==> config.mk <==
export PLATFORM = sky130hd
export DESIGN_NAME = i2s_rx_ctrl
export DESIGN_NICKNAME = d
export VERILOG_FILES = /design/src/rtl/i2s_pkg.sv /design/src/rtl/i2s_bck_gen.sv /design/src/rtl/i2s_rx_ctrl.sv
export SDC_FILE = /design/constraint.sdc
export NUM_CORES = 1
export LEC_CHECK = 0
export BUFFER_PORTS_ARGS = -buffer_cell sky130_fd_sc_hd__buf_2
export CAP_MARGIN = 20
export CORE_MARGIN = 8
export CORE_UTILIZATION = 55
export DETAILED_ROUTE_END_ITERATION = 10
export PLACE_DENSITY = 0.89
export SLEW_MARGIN = 25
export SYNTH_ARGS = -nofsm -noshare
export SYNTH_HDL_FRONTEND = slang
export SYNTH_HIERARCHICAL = 1
export SYNTH_SLANG_ARGS = --single-unit
==> constraint.sdc <==
create_clock -name clk -period 3.3 [get_ports clk]
set_clock_uncertainty 0.1 [all_clocks]
set_input_delay 0 -clock clk [delete_from_list [all_inputs] [get_ports clk]]
set_output_delay 0 -clock clk [all_outputs]
set_load 0.01 [all_outputs]
==> src/rtl/i2s_pkg.sv <==
// Shared types for the I2S receive controller.
// Sample width default, sample type and FSM state encoding.
package i2s_pkg;

    localparam int DATA_W_DEF = 24;

    typedef logic [DATA_W_DEF-1:0] sample_t;

    typedef enum logic [1:0] {
        IDLE  = 2'd0,
        LEFT  = 2'd1,
        RIGHT = 2'd2
    } i2s_state_t;

endpackage

==> src/rtl/i2s_bck_gen.sv <==
// Bit-clock divider for the I2S master.
// Produces bck_o plus one-cycle fall/rise strobes.
module i2s_bck_gen #(
    parameter int BCK_DIV = 2
) (
    input  logic clk,
    input  logic reset,
    input  logic enable,
    output logic bck_o,
    output logic fall_evt,
    output logic rise_evt
);

    localparam int DW = $clog2(BCK_DIV);
    localparam logic [DW-1:0] LAST = DW'(BCK_DIV - 1);
    localparam logic [DW-1:0] HALF = DW'(BCK_DIV / 2);

    logic [DW-1:0] div_cnt;
    logic [DW-1:0] div_nxt;

    // Next divider value: wrap at LAST, park at zero when stopped
    always_comb begin
        div_nxt = '0;
        if (enable && div_cnt != LAST) begin
            div_nxt = div_cnt + 1'b1;
        end
    end

    // Divider and registered bit clock, so bck_o is glitch-free
    always_ff @(posedge clk or posedge reset) begin
        if (reset) begin
            div_cnt <= '0;
            bck_o   <= 1'b0;
        end else begin
            div_cnt <= div_nxt;
            bck_o   <= (div_nxt >= HALF);
        end
    end

    assign fall_evt = enable && (div_cnt == LAST);
    assign rise_evt = enable && (div_cnt == HALF);

endmodule

==> src/rtl/i2s_rx_ctrl.sv <==
// Master-mode sequencer for the I2S receiver datapath.
// Drives bck/lrck, captures words and hands off stereo frames.
module i2s_rx_ctrl
    import i2s_pkg::*;
#(
    parameter int DATA_W  = DATA_W_DEF,
    parameter int SLOT_W  = 32,
    parameter int BCK_DIV = 2,
    parameter int OVF_W   = 8
) (
    input  logic              clk,
    input  logic              reset,
    input  logic              enable,
    input  logic [DATA_W-1:0] rx_data_i,
    output logic              bck_o,
    output logic              lrck_o,
    output logic [DATA_W-1:0] sample_l,
    output logic [DATA_W-1:0] sample_r,
    output logic              frame_valid,
    input  logic              frame_ready,
    output logic              busy,
    output logic [OVF_W-1:0]  overflow_cnt
);

    localparam int BW = $clog2(SLOT_W);
    localparam logic [BW-1:0] SLOT_LAST = BW'(SLOT_W - 1);
    localparam logic [BW-1:0] CAP_BIT   = BW'(DATA_W + 1);

    i2s_state_t state;
    i2s_state_t state_nxt;

    logic [BW-1:0]     bit_cnt;
    logic [DATA_W-1:0] left_hold;
    logic [DATA_W-1:0] right_word;
    logic              frame_done;
    logic              fall_evt;
    logic              rise_evt;
    logic              run;
    logic              slot_end;
    logic              cap_evt;

    // Divider runs while active and also on the IDLE exit cycle
    assign run      = (state != IDLE) || enable;
    assign slot_end = fall_evt && (bit_cnt == SLOT_LAST);
    assign cap_evt  = fall_evt && (bit_cnt == CAP_BIT);

    i2s_bck_gen #(
        .BCK_DIV (BCK_DIV)
    ) u_bck_gen (
        .clk      (clk),
        .reset    (reset),
        .enable   (run),
        .bck_o    (bck_o),
        .fall_evt (fall_evt),
        .rise_evt (rise_evt)
    );

    // State register
    always_ff @(posedge clk or posedge reset) begin
        if (reset) begin
            state <= IDLE;
        end else begin
            state <= state_nxt;
        end
    end

    // Next state: slots change only on a bck falling edge
    always_comb begin
        state_nxt = state;
        unique case (state)
            IDLE:    if (enable)   state_nxt = LEFT;
            LEFT:    if (slot_end) state_nxt = RIGHT;
            RIGHT:   if (slot_end) state_nxt = enable ? LEFT : IDLE;
            default: state_nxt = IDLE;
        endcase
    end

    // State-decoded outputs
    always_comb begin
        lrck_o = (state == RIGHT);
        busy   = (state != IDLE);
    end

    // Bit slot counter, advancing on each bck fall
    always_ff @(posedge clk or posedge reset) begin
        if (reset) begin
            bit_cnt <= '0;
        end else if (state == IDLE) begin
            bit_cnt <= '0;
        end else if (fall_evt) begin
            bit_cnt <= slot_end ? '0 : bit_cnt + 1'b1;
        end
    end

    // Word capture once the receiver has shifted in DATA_W bits
    always_ff @(posedge clk or posedge reset) begin
        if (reset) begin
            left_hold  <= '0;
            right_word <= '0;
            frame_done <= 1'b0;
        end else begin
            frame_done <= 1'b0;
            if (cap_evt && state == LEFT) begin
                left_hold <= rx_data_i;
            end
            if (cap_evt && state == RIGHT) begin
                right_word <= rx_data_i;
                frame_done <= 1'b1;
            end
        end
    end

    // Output frame register with drop-on-backpressure accounting
    always_ff @(posedge clk or posedge reset) begin
        if (reset) begin
            sample_l     <= '0;
            sample_r     <= '0;
            frame_valid  <= 1'b0;
            overflow_cnt <= '0;
        end else if (frame_done) begin
            if (!frame_valid || frame_ready) begin
                sample_l    <= left_hold;
                sample_r    <= right_word;
                frame_valid <= 1'b1;
            end else if (overflow_cnt != '1) begin
                overflow_cnt <= overflow_cnt + 1'b1;
            end
        end else if (frame_ready) begin
            frame_valid <= 1'b0;
        end
    end

endmodule

==> results.sh <==
export IMPL_die_width_um=107
export IMPL_grt_ovfl_total=0
export IMPL_p_leak_uw=0.00333
export IMPL_root_buffer="clkbuf_8"
export IMPL_place_detailed_hpwl_mm=5.93
export IMPL_timing_fmax_mhz=428
export IMPL_clk_latency_ps=500
export IMPL_num_vias=2849
export IMPL_ant_nets=0
export IMPL_preCtsSetupSlack_ps=964
export IMPL_path_clk_slew_ps=50
export IMPL_max_clock_path_buffers=2
export IMPL_max_slew_worst_pin_slew_ps=781
export IMPL_synthCells=298
export IMPL_max_cap_violations=0
export IMPL_hold_viol=0
export IMPL_synth_area_mm2=0.00459
export IMPL_synth_nets=330
export IMPL_syn_area_per_cell_um2=15.4
export IMPL_whs_ps=85.9
export IMPL_cp_max_fo=24
export IMPL_antennaDiodeCount=0
export IMPL_p_sw_share_pct=21.8
export IMPL_antenna_found_initial=0
export IMPL_outcome="completed"
export IMPL_slew_viol_final=0
export IMPL_fin_crit_ps=2340
export IMPL_cp_required_ps=3580
export IMPL_grt_pass1_vias=3135
export IMPL_clock_power_share_pct=48.1
export IMPL_grt_max_degree=92
export IMPL_setup_ws_ps=961
export IMPL_finalNetCount=455
export IMPL_p_per_area_mw_per_mm2=663
export IMPL_top_level_ports=88
export IMPL_cts_sinks=114
export IMPL_rsz0062_at_grt="false"
export IMPL_worstSetupPathType="reg -> reg"
export IMPL_vdd_drop_max_uv=447
export IMPL_coreArea_mm2=0.00818
export IMPL_wl_per_cell_um=17.3
export IMPL_gp_congestion=0.775
export IMPL_drc_errors=0
export IMPL_placed_area_mm2=0.00509
export IMPL_cts_max_level=4
export IMPL_grt_util_met3_pct=4.19
export IMPL_switchingPower_uw=866
export IMPL_grt_use_met1_pct=19.6
export IMPL_dr_pass1_iters=4
export IMPL_startpoint_type="flop"
export IMPL_reg2reg_to="left_hold[22]$_DFFE_PP0P_"
export IMPL_setup_tns_ps=0
export IMPL_grt_pass1_wl_mm=15.6
export IMPL_busiest_layer="met2"
export IMPL_pwr_share_seq_pct=41.6
export IMPL_drive_above_1_share_pct=52.1
export IMPL_via_per_inst=5.29
export IMPL_worstSetupEndpointType="flop"
export IMPL_stdcell_area_mm2=0.00600
export IMPL_start_util_pct=56.2
export IMPL_reg2reg_depth=6
export IMPL_cts_tree="yes"
export IMPL_reg2reg_setup_slack_ps=960
export IMPL_worstHoldPathType="in -> async"
export IMPL_p_int_uw=3110
export IMPL_grt_usage_pct=17.3
export IMPL_die_height_um=107
export IMPL_maxSlewHeadroom_pct=47.9
export IMPL_r2r_start="state[0]$_DFFE_PP0P_"
export IMPL_grtUsageMet2_pct=29.8
export IMPL_syn2layout_area_growth_pct=30.6
export IMPL_drt_iter0_drc=71
export IMPL_combPwrFrac_pct=10.3
export IMPL_rows=33
export IMPL_worst_endpoint_arrival_ps=2620
export IMPL_synth_warnings=6
export IMPL_wirelength_mm=9.33
export IMPL_fin_crit_sh_pct=70.9
export IMPL_portBuffers=87
export IMPL_die_area_mm2=0.0115
export IMPL_cts_buffers=17
export IMPL_setup_viol=0
[power by group through the flow]
| stage | Combinational [uW] | Sequential (uW) | Clock [uW] |
|---|---|---|---|
| after floorplan | 316 | 1640 | 0 |
| after global placement | 365 | 1670 | 0 |
| after detailed placement | 384 | 1670 | 0 |
| after CTS | 415 | 1650 | 1950 |
| after global routing | 449 | 1680 | 2000 |
| final | 408 | 1650 | 1910 |
[layout make-up]
type	count	area, um^2
multi-input cells	167	1640
fillers	529	2180
inverters	6	27.5
repair buffers	117	731
well taps	105	131
clock buffers	19	432
flip-flops and latches	114	2850
clock inverters	11	186
[layout by cell type, fill, tap and decap left out, types with 2 or more instances in the layout]
cell type,n
buf_4,2
buf_2,87
and3_1,2
nand4_1,2
bufinv_16,5
mux2_2,79
nand3_1,4
xor2_1,2
dfrtp_1,114
nor2_1,10
o21ai_0,5
ha_1,4
nand2b_1,4
mux2_4,20
nand2_1,9
clkinv_2,4
xnor2_1,2
clkbuf_16,16
a21oi_1,6
nand3b_1,2
dlygate4sd3_1,28
clkbuf_8,2
nor3_1,2
inv_1,5
nand3b_4,2
[critical path, stage by stage (launching register included)]
cell and delay (ps):
dfrtp_1 470, or3_1 420, and2_2 280, nand3b_4 100
nor2_4 50, nand3b_4 390, mux2_2 400
[repair_timing]
action                    CTS  global route
hold buffers               28             0
resized for setup           0             0
hold endpoints to repair  146             0
setup buffers               0             0
[worst max-delay path by stage]
| stage | slack (ps) | end | cells past startpoint | start |
|---|---|---|---|---|
| after floorplan | 210 | bit_cnt[0]$_DFFE_PP0P_ | 1 | reset |
| after global placement | 1030 | left_hold[20]$_DFFE_PP0P_ | 6 | state[0]$_DFFE_PP0P_ |
| after detailed placement | 960 | left_hold[22]$_DFFE_PP0P_ | 6 | state[0]$_DFFE_PP0P_ |
| after CTS | 940 | left_hold[22]$_DFFE_PP0P_ | 6 | state[0]$_DFFE_PP0P_ |
| after global routing | 870 | left_hold[22]$_DFFE_PP0P_ | 6 | state[0]$_DFFE_PP0P_ |
| final | 960 | left_hold[22]$_DFFE_PP0P_ | 6 | state[0]$_DFFE_PP0P_ |
[stage by stage]
step,total power (uW),instances,util (%)
after floorplan,1960,298,-
after global placement,2030,481,62.3
after detailed placement,2060,481,62.3
after CTS,4020,539,73.3
after global routing,4130,539,73.3
final,3980,539,73.3
[flip-flops by register name, indices dropped and copies added, names as in the netlist]
signal	flops
frame_done	1
bit_cnt	5
left_hold	24
frame_valid	1
u_bck_gen/bck_o	1
sample_l	24
right_word	24
overflow_cnt	8
sample_r	24
state	2
[per-layer routing]
| layer | part of all wire [%] | vias to the layer above | wire, um |
|---|---|---|---|
| met4 | 1.5 | 0 | 142 |
| met1 | 42 | 1448 | 3880 |
| met2 | 52 | 91 | 4810 |
| met3 | 5.4 | 13 | 505 |
| li1 | - | 1297 | - |
| met5 | 0 | - | 0 |
No activity file was read; power rests on OpenSTA's default activity.
